File: config.mk
export PLATFORM = sky130hd
export DESIGN_NAME = x_lin_write_sequencer
export DESIGN_NICKNAME = d
export VERILOG_FILES = /design/src/rtl/x_lin_write_sequencer_pkg.sv /design/src/rtl/x_lin_write_sequencer_ch_onehot_decode.sv /design/src/rtl/x_lin_write_sequencer.sv
export SDC_FILE = /design/constraint.sdc
export NUM_CORES = 1
export LEC_CHECK = 0
export ABC_AREA = 1
export CAP_MARGIN = 20
export CELL_PAD_IN_SITES_DETAIL_PLACEMENT = 1
export CELL_PAD_IN_SITES_GLOBAL_PLACEMENT = 2
export CORE_MARGIN = 5
export CORE_UTILIZATION = 28
export CTS_CLUSTER_SIZE = 24
export DETAILED_ROUTE_END_ITERATION = 7
export GPL_TIMING_DRIVEN = 0
export PLACE_DENSITY = 0.83
export SYNTH_ARGS = -nofsm -noshare
export SYNTH_HDL_FRONTEND = slang
export SYNTH_SLANG_ARGS = --single-unit
File: constraint.sdc
create_clock -name clk -period 3.6 [get_ports clk]
set_clock_uncertainty 0.1 [all_clocks]
set_input_delay 0.54 -clock clk [delete_from_list [all_inputs] [get_ports clk]]
set_output_delay 0.54 -clock clk [all_outputs]
set_load 0.01 [all_outputs]
File: src/rtl/x_lin_write_sequencer_pkg.sv
// x_lin_write_sequencer_pkg: constants and state type shared by the write sequencer and the channel register bank
package x_lin_write_sequencer_pkg;
   localparam int NUM_CH = 32;
   localparam int DATA_W = 21;
   localparam int IDX_W  = 5;
   typedef enum logic {IDLE, LOAD} state_t;
endpackage

File: src/rtl/x_lin_write_sequencer_ch_onehot_decode.sv
// x_lin_write_sequencer_ch_onehot_decode: gated IDX_W-to-NUM_CH one-hot decoder (i_idx, i_valid -> o_onehot)
module x_lin_write_sequencer_ch_onehot_decode
   import x_lin_write_sequencer_pkg::*;
(
   input  logic [IDX_W-1:0]  i_idx,
   input  logic              i_valid,
   output logic [NUM_CH-1:0] o_onehot
);
   always_comb o_onehot = i_valid ? ({{(NUM_CH-1){1'b0}}, 1'b1} << i_idx) : '0;
endmodule

File: src/rtl/x_lin_write_sequencer.sv
// x_lin_write_sequencer: maps framed samples onto one-hot channel enables (clk, GlobalReset, frame_start, in_valid, in_data -> enable, out_data, ch_idx, busy, frame_done, frame_err)
module x_lin_write_sequencer
   import x_lin_write_sequencer_pkg::*;
(
   input  logic              clk,
   input  logic              GlobalReset,
   input  logic              frame_start,
   input  logic              in_valid,
   input  logic [DATA_W-1:0] in_data,
   output logic [NUM_CH-1:0] enable,
   output logic [DATA_W-1:0] out_data,
   output logic [IDX_W-1:0]  ch_idx,
   output logic              busy,
   output logic              frame_done,
   output logic              frame_err
);
   localparam logic [IDX_W-1:0] LAST = IDX_W'(NUM_CH - 1);
   state_t            r_state, w_next;
   logic [IDX_W-1:0]  r_cnt, w_cnt_next, w_idx;
   logic              w_start, w_issue, w_done, w_err;
   logic [NUM_CH-1:0] w_onehot;
   assign w_start = in_valid & frame_start;
   always_ff @(posedge clk or posedge GlobalReset) begin
      if (GlobalReset) begin
         r_state <= IDLE;
         r_cnt   <= '0;
      end else begin
         r_state <= w_next;
         r_cnt   <= w_cnt_next;
      end
   end
   // A frame_start accepted in LOAD restarts at channel 0, so the counter reloads to 1 like a fresh start.
   always_comb begin
      w_next     = r_state;
      w_cnt_next = r_cnt;
      if (r_state == IDLE) begin
         if (w_start) begin
            w_next     = LOAD;
            w_cnt_next = IDX_W'(1);
         end
      end else if (in_valid) begin
         if (frame_start) begin
            w_cnt_next = IDX_W'(1);
         end else if (r_cnt == LAST) begin
            w_next     = IDLE;
            w_cnt_next = '0;
         end else begin
            w_cnt_next = r_cnt + IDX_W'(1);
         end
      end
   end
   // Unframed samples in IDLE are not issued; any frame_start restarts at channel 0.
   always_comb begin
      w_issue = in_valid & (frame_start | (r_state == LOAD));
      w_idx   = (frame_start | (r_state == IDLE)) ? '0 : r_cnt;
      w_done  = (r_state == LOAD) & in_valid & ~frame_start & (r_cnt == LAST);
      w_err   = (r_state == LOAD) & w_start;
   end
   x_lin_write_sequencer_ch_onehot_decode u_dec (
      .i_idx    (w_idx),
      .i_valid  (w_issue),
      .o_onehot (w_onehot)
   );
   // busy stays high through the cycle that presents the last channel.
   always_ff @(posedge clk or posedge GlobalReset) begin
      if (GlobalReset) begin
         enable     <= '0;
         out_data   <= '0;
         ch_idx     <= '0;
         busy       <= 1'b0;
         frame_done <= 1'b0;
         frame_err  <= 1'b0;
      end else begin
         enable     <= w_onehot;
         out_data   <= w_issue ? in_data : '0;
         ch_idx     <= w_issue ? w_idx : '0;
         busy       <= (w_next == LOAD) | w_done;
         frame_done <= w_done;
         frame_err  <= w_err;
      end
   end
endmodule
## After elaboration in Yosys (flattened, before gate mapping)

Index checks and enable logic that the tools add are counted.

- Bits of input ports: 25
- Register bits: 67
- Output and inout port bits: 61

- Reduce and logical (&&, ||, !) cells: 2
- Shift-type cells: 1
- Eq/ne operators: 2
- Bitwise logic cells: 11
- Add/sub/neg operators: 1
- Mux-type cells: 14

Operators with widths:

| kind | number |
|---|---|
| 5-bit two-way mux | 7 |
| 32-bit two-way mux | 1 |
| 1-bit by 5-bit left shift with 32-bit output (first input constant) | 1 |
| 21-bit two-way mux | 1 |
| 1-bit bitwise AND | 6 |
| 5-bit by 1-bit adder with 5-bit output (second input constant) | 1 |
| 5-bit equality test (second input constant) | 1 |
| 1-bit two-way mux | 5 |
| 1-bit OR | 3 |
| 2-bit != test (second input constant) | 1 |
| 1-bit inverter | 2 |
| 2-bit AND reduction | 1 |
| 2-bit nonzero test | 1 |

## Depth between registers and ports, before layout

Gate-level depths: netlist of run 1.

- Depth in word-level cells: 6
- Depth in mapped cells: 9

## Cells and area by module

From an unflattened synthesis of run 1, not the netlist that was laid out.

- Cells, all modules: 227
- Area, all modules: 2376.0 um2

By module, submodules not included:

| module | area an instance (um2) | cells each | instances |
|---|---|---|---|
| x_lin_write_sequencer | 2108.3 | 165 | 1 |
| x_lin_write_sequencer_ch_onehot_decode | 267.8 | 62 | 1 |

## Worst setup path after synthesis of run 1

No wires, ideal clock.

- Kind: register -> register
- Start: register r_cnt[0]
- End: register r_cnt[3]
- Setup time: 0.071 ns
- Required time: 3.429 ns
- Setup slack: 2.218 ns
- Data arrival time: 1.211 ns
- Stages on the path, launching flop included: 8
- Clock period less this slack: 1.382 ns
- Cells stage by stage: dfrtp_1 ha_1 nand2_1 nor2_1 ha_1 o21ai_0 nand2_1 nor2_1

- Longest elaborated chain between the ends: 5
- Elaborated cells between the ends (all ways): 6

Ends and longest elaborated chain:

| item | RTL line | text |
|---|---|---|
| start: declaration | x_lin_write_sequencer.sv:19 | `logic [IDX_W-1:0] r_cnt, w_cnt_next, w_idx;` |
| start signal: assignment | x_lin_write_sequencer.sv:29 | `r_cnt <= w_cnt_next;` |
| 5-bit by 1-bit adder with 5-bit output / 5-bit equality test (equally long branches) | x_lin_write_sequencer.sv:48, x_lin_write_sequencer.sv:44 |  |
| 5-bit two-way mux (*) | x_lin_write_sequencer.sv:44 | `end else if (r_cnt == LAST) begin` |
| 5-bit two-way mux (*) | x_lin_write_sequencer.sv:42 | `if (frame_start) begin` |
| 5-bit two-way mux (*) | x_lin_write_sequencer.sv:41 | `end else if (in_valid) begin` |
| 5-bit two-way mux (*) | x_lin_write_sequencer.sv:36 | `if (r_state == IDLE) begin` |

Every way passes the cells marked *; elsewhere a longest branch is shown, timed or not. The select of a mux whose other input is x is not followed.
A chain may end at the register's enable or synchronous reset.

## Worst setup path in the final report of run 1

- Start: register enable[5]
- End: output port enable[5]

RTL lines:

| item | RTL line | text |
|---|---|---|
| start: declaration | x_lin_write_sequencer.sv:10 | `output logic [NUM_CH-1:0] enable,` |
| start signal: assignment | x_lin_write_sequencer.sv:74 | `enable <= w_onehot;` |

No word-level cell between the ends.

==> results of run 1 <==
[kinds of logic after synthesis]
group | synth area share, %
and+or+nand+nor | 19.0
buffers and inverters | 7.12
adders and majority gates | 1.05
AOI/OAI and AO/OA | 2.16
DFF | 70.7
[cells in the final DEF, fill, tap and decap left out, types with 2 or more instances in the layout]
cell	netlist	final
a21oi_1	2	2
buf_6	4	4
clkbuf_8	0	11
clkdlybuf4s50_1	0	85
clkinv_2	0	4
dfrtp_1	67	67
ha_1	2	2
inv_1	31	30
inv_2	2	3
nand2_1	17	17
nand2_2	3	3
nand3_1	19	19
nor2_1	68	68
o21ai_0	5	5
[power by group]
part / switching (mW) / leakage, nW / internal (mW)
sequential: 0.0158 / 0.888 / 0.780
combinational: 0.0933 / 0.731 / 0.0892
clock: 0.272 / 0.0949 / 0.282
total: 0.381 / 1.71 / 1.15
[path summary, 6_finish.rpt]
path | startpoint | end | slack, ps | cells after the start
min in group clk | r_cnt[1] | r_cnt[1] | 510 | 2
min | GlobalReset | out_data[9] | 440 | 2
max in group asynchronous | GlobalReset | enable[15] | 2260 | 4
min reg2reg | r_cnt[1] | r_cnt[1] | 510 | 2
max reg2reg | r_state | enable[0] | 1960 | 5
max | enable[5] | enable[5] | 1740 | 1
[metal layers]
layer	global-route usage [%]	wire, µm	vias to the layer above
met5	0	0	-
met4	3.94	72	0
met3	4.30	416	7
met2	20.0	2850	53
met1	14.6	2420	867
li1	-	-	865
[area by class of cell]
class	count	area (µm²)	share of cell area, %
Sequential cell	67	1680	46.8
Timing Repair Buffer	87	898	25.1
Multi-Input combinational cell	119	527	14.7
Clock buffer	11	151	4.23
Tap cell	105	131	3.67
Inverter	33	124	3.46
Buffer	4	45.0	1.26
Clock inverter	5	27.5	0.769
[state kept, by name, summed over array words and instances, names as in the netlist]
register	cells
frame_done	1
ch_idx	5
enable	32
r_state	1
out_data	21
frame_err	1
r_cnt	5
busy	1
[stage by stage]
step	area (µm²)	hold slack (ps)	setup WS [ps]	total power, mW	std cells
2_1_floorplan	2370	423	1280	0.890	223
3_3_place_gp	3350	473	166	0.985	413
3_5_place_dp	3400	492	1410	0.997	415
4_1_cts	3580	441	1710	1.57	431
5_1_grt	3580	475	1650	1.61	431
6_report	3580	441	1740	1.53	431
==> metrics.txt, run 1 <==
initial cell density of the core=28.9%; Routed WL per cell=13.4 µm; GPL Wtd Cong=0.804; number of buffers created by CTS=9; DRT antenna net count=0; register area share after synthesis=70.7%; Most used DFF post-synth=dfrtp_1; Nets=348; clk sinks=67; Final Core Density=43.6%; vias in the first global route=1,981; Area contributors post-synth=dfrtp_1 71%, nor2_1 11%, inv_1 4.9%; CORE AREA=8220 µm²; Die H=102 µm; Root Driver=clkbuf_8; Fill cells=917; Peak VDD IR=0.169 mV; Power per Cell Area=428 nW/µm²; Hold Buf Count CTS=0; CTS tree=done; DRT iter0 DRCs=61; max-cap violations=0; Period minus WS final=1860 ps; drt pass-1 iters=4; Max Clk Rate=539 MHz; Tightest Pin Transition=474 ps; Max clock buf depth=2; Setup violations, final=0; async set-reset flop share out of synthesis=100%; IO Port Bufs=85; antenna violations before repair=0; Post-synth EDFFs=0; max incr delay on CP=540 ps; largest fanout on the critical path=1; worst path bufs/invs=1; Yosys top cell by area=dfrtp_1; CP max-delay cell=clkdlybuf4s50_1; Crit Path Category=reg -> out; H-tree depth=3; Hold Crit Class=in -> async; antenna cells=0; status=finished clean; startpoint types=register; die area=10,400 µm²; average size of a mapped cell=10.6 µm²; Mapped Cells=223; critical path arrival=1220 ps; GR Overflow Total=0; Post-Syn Nets=250; top-count cell post-synth=nor2_1; Post-Route WL=5760 µm; share of cells above drive strength 1=9.51%; Reg clk slew, reported paths=70 ps; Post-route DRC=0; family with the most delay on the worst path=buffers and inverters; area share of the largest cell type after synthesis=70.7%; Clock Latency Late Sink=330 ps; Max Slew Vio Count=0; Final Hold Fails=0; Post-synth top cells=68 x nor2_1, 67 x dfrtp_1, 31 x inv_1; RSZ-0062 raised after global routing=false; Worst EP required=2960 ps; crit-path cells=clkdlybuf4s50_1; crit share post-route=51.5%; Row Count=33; I/O pin count=86; synth unique cells=14; first-pass GRT wire length=9550 µm; warning count from the yosys run=0; Cell Area, Synth=2370 µm²; Slew Limit Headroom=68.3%; detailed-route via count=1,792; area grow syn2layout=50.9%; number of setup buffers added after CTS=0; Final HPWL DP=4370 µm; Seq cells post-synth=67; pin count of the biggest net entering global routing=28; die width=102 µm; GRT Total Usage=12.0%; leakage power=1.71 nW; post-CTS sizing=0; Final TNS setup=0 ps; Via density=4.16; CP endpoint kind=output pin
Note: power is estimated with default switching activity, not from simulation.
==> inputs of run 2 (changes only) <==
--- a/config.mk
+++ b/config.mk
@@ -10,11 +10,11 @@
 export CELL_PAD_IN_SITES_DETAIL_PLACEMENT = 1
 export CELL_PAD_IN_SITES_GLOBAL_PLACEMENT = 2
 export CORE_MARGIN = 5
-export CORE_UTILIZATION = 28
+export CORE_UTILIZATION = 26
 export CTS_CLUSTER_SIZE = 24
 export DETAILED_ROUTE_END_ITERATION = 7
 export GPL_TIMING_DRIVEN = 0
-export PLACE_DENSITY = 0.83
+export PLACE_DENSITY = 0.78
 export SYNTH_ARGS = -nofsm -noshare
 export SYNTH_HDL_FRONTEND = slang
 export SYNTH_SLANG_ARGS = --single-unit
==> constraint.sdc (replaced) <==
create_clock -name clk -period 1.9 [get_ports clk]
set_clock_uncertainty 0.1 [all_clocks]
set_input_delay 0.285 -clock clk [delete_from_list [all_inputs] [get_ports clk]]
set_output_delay 0.285 -clock clk [all_outputs]
set_load 0.01 [all_outputs]
==> run 2 against run 1 <==
Against the previous run:
- setup slack worse by 1400 ps
- flip-flop and latch count unchanged
- global-route usage down 0.90 points
- power up 100%
- sequential share of layout area down 0.13 points
- core utilization down 2.8 points
- hold slack worse by 80 ps
- combinational power up 85%
- register-to-register slack worse by 1600 ps
- clock power up 130%
- final cell count up 0.46%
==> metrics.txt, run 2 (synthesis gave the netlist of run 1 again) <==
commonest non-fill, non-tap cell in the layout=clkdlybuf4s50_1; DRT antenna net count=0 (unchanged); pin count of the biggest net entering global routing=40 (+43%); Slew Limit Headroom=43.3% (-25 points); Nets=347 (-0.29%); critical path arrival=1210 ps (about the same); Clock power frac=40.3% (+4.1 points); max-cap violations=0 (unchanged); I/O pin count=86 (unchanged); Fill cells=992 (+8.2%); crit share post-route=84.1%; DP Area=3380 µm² (-0.59%); Power per Cell Area=862 nW/µm² (+100%); Setup violations, final=0 (unchanged); RSZ-0062 raised after global routing=false; H-tree depth=3 (unchanged); Die H=106 µm (+3.4%); Critical Path Source=enable[17]; worst r2r src=r_state; Sw Ratio=23.2% (-1.7 points); family with the most delay on the worst path=buffers and inverters; CP endpoint kind=output pin; Largest register FFs=32 (unchanged); Period minus WS final=1600 ps; Root Driver=clkbuf_8; initial cell density of the core=26.9% (-1.9 points); drt pass-1 iters=4 (unchanged); number of setup buffers added after CTS=0 (unchanged); sequential share of power=48.8% (-3.1 points); Worst EP required=1510 ps (-1450 ps); Max Clk Rate=626 MHz; GPL Wtd Cong=0.752 (-6.4%); hold path startpoint=in_data[19]; Row Count=34 (+3.0%); crit-path cells=clkdlybuf4s50_1; largest fanout on the critical path=1 (unchanged); status=finished clean; Int Power=2.38 mW (+110%); GRT Total Usage=11.1% (-0.90 points); Peak VDD IR=0.415 mV (+150%); leakage power=1.70 nW (-0.49%); number of buffers created by CTS=9 (unchanged); Psw=0.716 mW (+88%); Post-route DRC=0 (unchanged); Clock Latency Late Sink=330 ps (about the same); Final HPWL DP=4410 µm (+0.96%); Hold Crit Class=in -> reg; IO Port Bufs=85 (unchanged); Tightest Pin Transition=849 ps (+375 ps); Routed WL per cell=13.3 µm (about the same); Largest Register=enable; max incr delay on CP=540 ps (about the same); Via density=4.15 (-0.30%); most frequent cells in the layout=85 x clkdlybuf4s50_1, 68 x nor2_1, 67 x dfrtp_1; detailed-route via count=1,795 (+0.17%); CORE AREA=8810 µm² (+7.2%); Power Total=3.09 mW (+100%); combinational share of power=10.9% (-1.0 points); Post-Route WL=5780 µm (+0.36%); top flop regs=enable: 32 flops, out_data: 21 flops; CP max-delay cell=clkdlybuf4s50_1; DRT iter0 DRCs=61 (unchanged); Crit Path Category=reg -> out; number of instances in the placed design=417 (+0.48%); post-CTS sizing=0 (unchanged); area grow syn2layout=51.4%; die area=11,100 µm² (+6.9%); worst path bufs/invs=1 (unchanged); CTS tree=done; share of cells above drive strength 1=8.62% (-0.89 points); Hold Buf Count CTS=0 (unchanged); GR Overflow Total=0 (unchanged); first-pass GRT wire length=9790 µm (+2.5%); Max clock buf depth=2 (unchanged); Max Slew Vio Count=0 (unchanged); antenna violations before repair=0 (unchanged); startpoint types=register; Reg clk slew, reported paths=70 ps (about the same); die width=106 µm (+3.4%); vias in the first global route=1,960 (-1.1%); clk sinks=67 (unchanged); antenna cells=0 (unchanged); non-filler cells, final=433 (+0.46%); Final Hold Fails=0 (unchanged); cell area after layout=3590 µm² (+0.28%)
run 2: changes by cell type in the layout (fill, tap and decap cells not counted), sizes merged:
| cell | change |
|---|---|
| clkinvlp | +1 |
| clkinv | -2 |
| buf | -1 |
| bufinv | +2 |
| inv | -1 |
run 2: final timing paths:
| path | end | slack (ps) | cells after the start |
|---|---|---|---|
| worst max-delay path | enable[17] | 300 | 1 |
| worst min-delay path | out_data[19] | 360 | 3 |
| worst max register to register | enable[12] | 320 | 5 |
| worst min register to register | r_cnt[1] | 500 | 2 |
| max in group asynchronous | enable[23] | 720 | 3 |
| min in group asynchronous | out_data[14] | 370 | 2 |
run 2: per-stage QoR:
stage / setup WS, ps / hold slack (ps) / utilization (%) / setup TNS (ps)
floorplan: 518 / 291 / - / 0
global placement: -55.0 / 477 / 38.2 / -3450
detailed placement: -25.7 / 483 / 38.4 / -46.5
CTS: 265 / 338 / 40.8 / 0
global route: 142 / 343 / 40.8 / 0
finish: 303 / 361 / 40.8 / 0
run 2: area by class of cell:
type,count,area (µm²),share of cell area [%]
Sequential cell,67,1680,46.7
Timing Repair Buffer,86,871,24.3
Multi-Input combinational cell,119,527,14.7
Tap cell,108,135,3.76
Clock buffer,11,131,3.66
Inverter,33,128,3.55
Clock inverter,5,77.6,2.16
Buffer,4,45.0,1.25
run 2: tightest hold or removal path, delay by kind of cell:
family,cells,cell delay (ps)
AND/OR/NAND/NOR,1,30
buffers and inverters,2,440
run 2: metal layers:
layer	global-route usage, %	vias up	wire (µm)	share of wire, %
met3	3.00	7	384	6.6
met2	18.2	53	2800	48
met4	4.72	0	68	1.2
met5	0	-	0	0
li1	-	861	-	-
met1	13.9	874	2520	44
run 2: power by group through the flow:
stage / clock network (mW) / registers (mW) / logic, mW
finish: 1.25 / 1.51 / 0.336
global route: 1.36 / 1.52 / 0.377
CTS: 1.30 / 1.51 / 0.346
detailed placement: 0 / 1.54 / 0.345
global placement: 0 / 1.54 / 0.334
floorplan: 0 / 1.55 / 0.133
==> inputs of run 3 (changes only) <==
--- a/config.mk
+++ b/config.mk
@@ -10,11 +10,11 @@
 export CELL_PAD_IN_SITES_DETAIL_PLACEMENT = 1
 export CELL_PAD_IN_SITES_GLOBAL_PLACEMENT = 2
 export CORE_MARGIN = 5
-export CORE_UTILIZATION = 26
+export CORE_UTILIZATION = 24
 export CTS_CLUSTER_SIZE = 24
 export DETAILED_ROUTE_END_ITERATION = 7
 export GPL_TIMING_DRIVEN = 0
-export PLACE_DENSITY = 0.78
+export PLACE_DENSITY = 0.76
 export SYNTH_ARGS = -nofsm -noshare
 export SYNTH_HDL_FRONTEND = slang
 export SYNTH_SLANG_ARGS = --single-unit
==> constraint.sdc (replaced) <==
create_clock -name clk -period 1.4 [get_ports clk]
set_clock_uncertainty 0.1 [all_clocks]
set_input_delay 0.21 -clock clk [delete_from_list [all_inputs] [get_ports clk]]
set_output_delay 0.21 -clock clk [all_outputs]
set_load 0.01 [all_outputs]
==> run 3 against run 2 <==
Against the previous run:
- global-route usage about the same
- wire length up 9.7%
- cell area rose by 4.1%
- die area grew 7.5%
- highest routed layer unchanged
==> metrics.txt, run 3 (synthesis gave the netlist of run 1 again) <==
startpoint types=register; Max Slew Vio Count=0 (unchanged); top flop regs=enable: 32 flops, out_data: 21 flops; area grow syn2layout=57.6%; combinational share of power=11.5% (+0.6 points); Die H=109 µm (+3.7%); critical path arrival=1500 ps (+290 ps); DRT iter0 DRCs=39 (-36%); GR Overflow Total=0 (unchanged); Power per Cell Area=1170 nW/µm² (+36%); Max Clk Rate=730 MHz; Slew Limit Headroom=43.2% (-0.080 points); pre-CTS WS=-449 ps (-424 ps); share of cells above drive strength 1=17.3% (+8.6 points); Crit Path Category=reg -> reg; Power Total=4.38 mW (+42%); max-cap violations=0 (unchanged); Psw=1.05 mW (+46%); most frequent cells in the layout=64 x dfrtp_1, 63 x nor2_1, 62 x dlygate4sd2_1; Max clock buf depth=2 (unchanged); DRT antenna net count=0 (unchanged); leakage power=2.02 nW (+19%); Hold Crit Class=in -> async; die width=109 µm (+3.7%); Clock Latency Late Sink=330 ps (about the same); Worst EP required=1530 ps (+20 ps); Largest register FFs=32 (unchanged); die area=12,000 µm² (+7.5%); Final HPWL DP=4570 µm (+3.7%); antenna violations before repair=0 (unchanged); detailed-route via count=1,873 (+4.3%); GRT Total Usage=11.2% (+0.038 points); RSZ-0062 raised after global routing=true; sequential share of power=46.7% (-2.1 points); Peak VDD IR=0.467 mV (+13%); CP endpoint kind=register; vias in the first global route=2,096 (+6.9%); Clock power frac=41.9% (+1.6 points); Fin Hold WS=282 ps (-79.0 ps); Post-route DRC=0 (unchanged); status=finished clean; Post-Route WL=6330 µm (+9.7%); Routed WL per cell=13.5 µm (+1.2%); Final Hold Fails=0 (unchanged); Nets=358 (+3.2%); Root Driver=clkbuf_8; Tightest Pin Transition=851 ps (+1.20 ps); Row Count=36 (+5.9%); drt pass-1 iters=2 (-2); Sw Ratio=23.9% (+0.70 points); largest fanout on the critical path=3 (+2); IO Port Bufs=85 (unchanged); clk sinks=67 (unchanged); first-pass GRT wire length=10,200 µm (+3.8%); H-tree depth=3 (unchanged); Period minus WS final=1370 ps; I/O pin count=86 (unchanged); GPL Wtd Cong=0.726 (-3.5%); Largest Register=enable; CTS tree=done; Via density=3.99 (-3.7%); antenna cells=0 (unchanged); commonest non-fill, non-tap cell in the layout=dfrtp_1; CORE AREA=9730 µm² (+10%); Reg clk slew, reported paths=80 ps (about the same); Setup violations, final=0 (unchanged); initial cell density of the core=24.4% (-2.6 points); Int Power=3.33 mW (+40%); Final WS setup=30.6 ps (-272 ps); crit share post-route=97.8%; pin count of the biggest net entering global routing=38 (-5.0%); number of buffers created by CTS=9 (unchanged)
==> run 3: metrics by stage <==
stage / instance area (µm²) / cells / TNS, ps / util, %
after global routing: 3740 / 469 / -360 / 38.4
after floorplan: 2380 / 223 / 0 / -
after detailed placement: 3410 / 442 / -23420 / 35.1
after global placement: 3390 / 441 / -50410 / 34.9
final: 3740 / 469 / 0 / 38.4
after CTS: 3640 / 463 / -7.90 / 37.4
==> run 3: what timing repair did <==
action / 4_1_cts / 5_1_grt
setup buffers: 5 / 5
gates resized for setup: 81 / 11
pin swaps: 3 / 5
cloned: 0 / 1
hold buffers: 0 / 0
endpoints found under the setup margin: 110 / 30
==> run 3: final timing paths <==
path                             start      endpoint  slack, ps  depth (start not counted)
max                           r_cnt[0]      r_cnt[2]         30                          9
min                        GlobalReset  out_data[17]        280                          2
max reg2reg                   r_cnt[0]      r_cnt[2]         30                          9
min reg2reg                    r_state          busy        480                          2
max in group asynchronous  GlobalReset    enable[25]        300                          3
min in group clk           in_data[15]  out_data[15]        280                          3
==> run 3: power by group through the flow <==
stage	Combinational [mW]	Clock, mW	Sequential (mW)
2_1_floorplan	0.180	0	2.11
3_3_place_gp	0.455	0	2.09
3_5_place_dp	0.472	0	2.09
4_1_cts	0.478	1.89	2.05
5_1_grt	0.557	1.99	2.05
6_report	0.502	1.83	2.05
==> run 3: worst max-delay path, stage by stage, from the launching register on <==
cell,delay [ps]
dfrtp_2,400
ha_4,150
nand2_2,50
nor2_1,100
ha_2,220
inv_2,50
nand3_1,70
nand2_1,50
nand2_1,50
inv_1,40
==> run 3: layout make-up <==
cell class                      instances  area (µm²)
Tap cell                              133         166
Buffer                                  4        45.0
Sequential cell                        67        1680
Fill cell                            1142        5990
Inverter                               33         128
Clock buffer                           12         155
Clock inverter                          4        72.6
Timing Repair Buffer                   97         888
Multi-Input combinational cell        119         603
==> run 3: routing by layer <==
layer	track usage, %	part of all wire [%]	up-vias
li1	-	-	888
met1	12.3	40	926
met2	19.7	52	51
met3	4.70	6.3	8
met4	2.94	1.2	0
met5	0	0	-
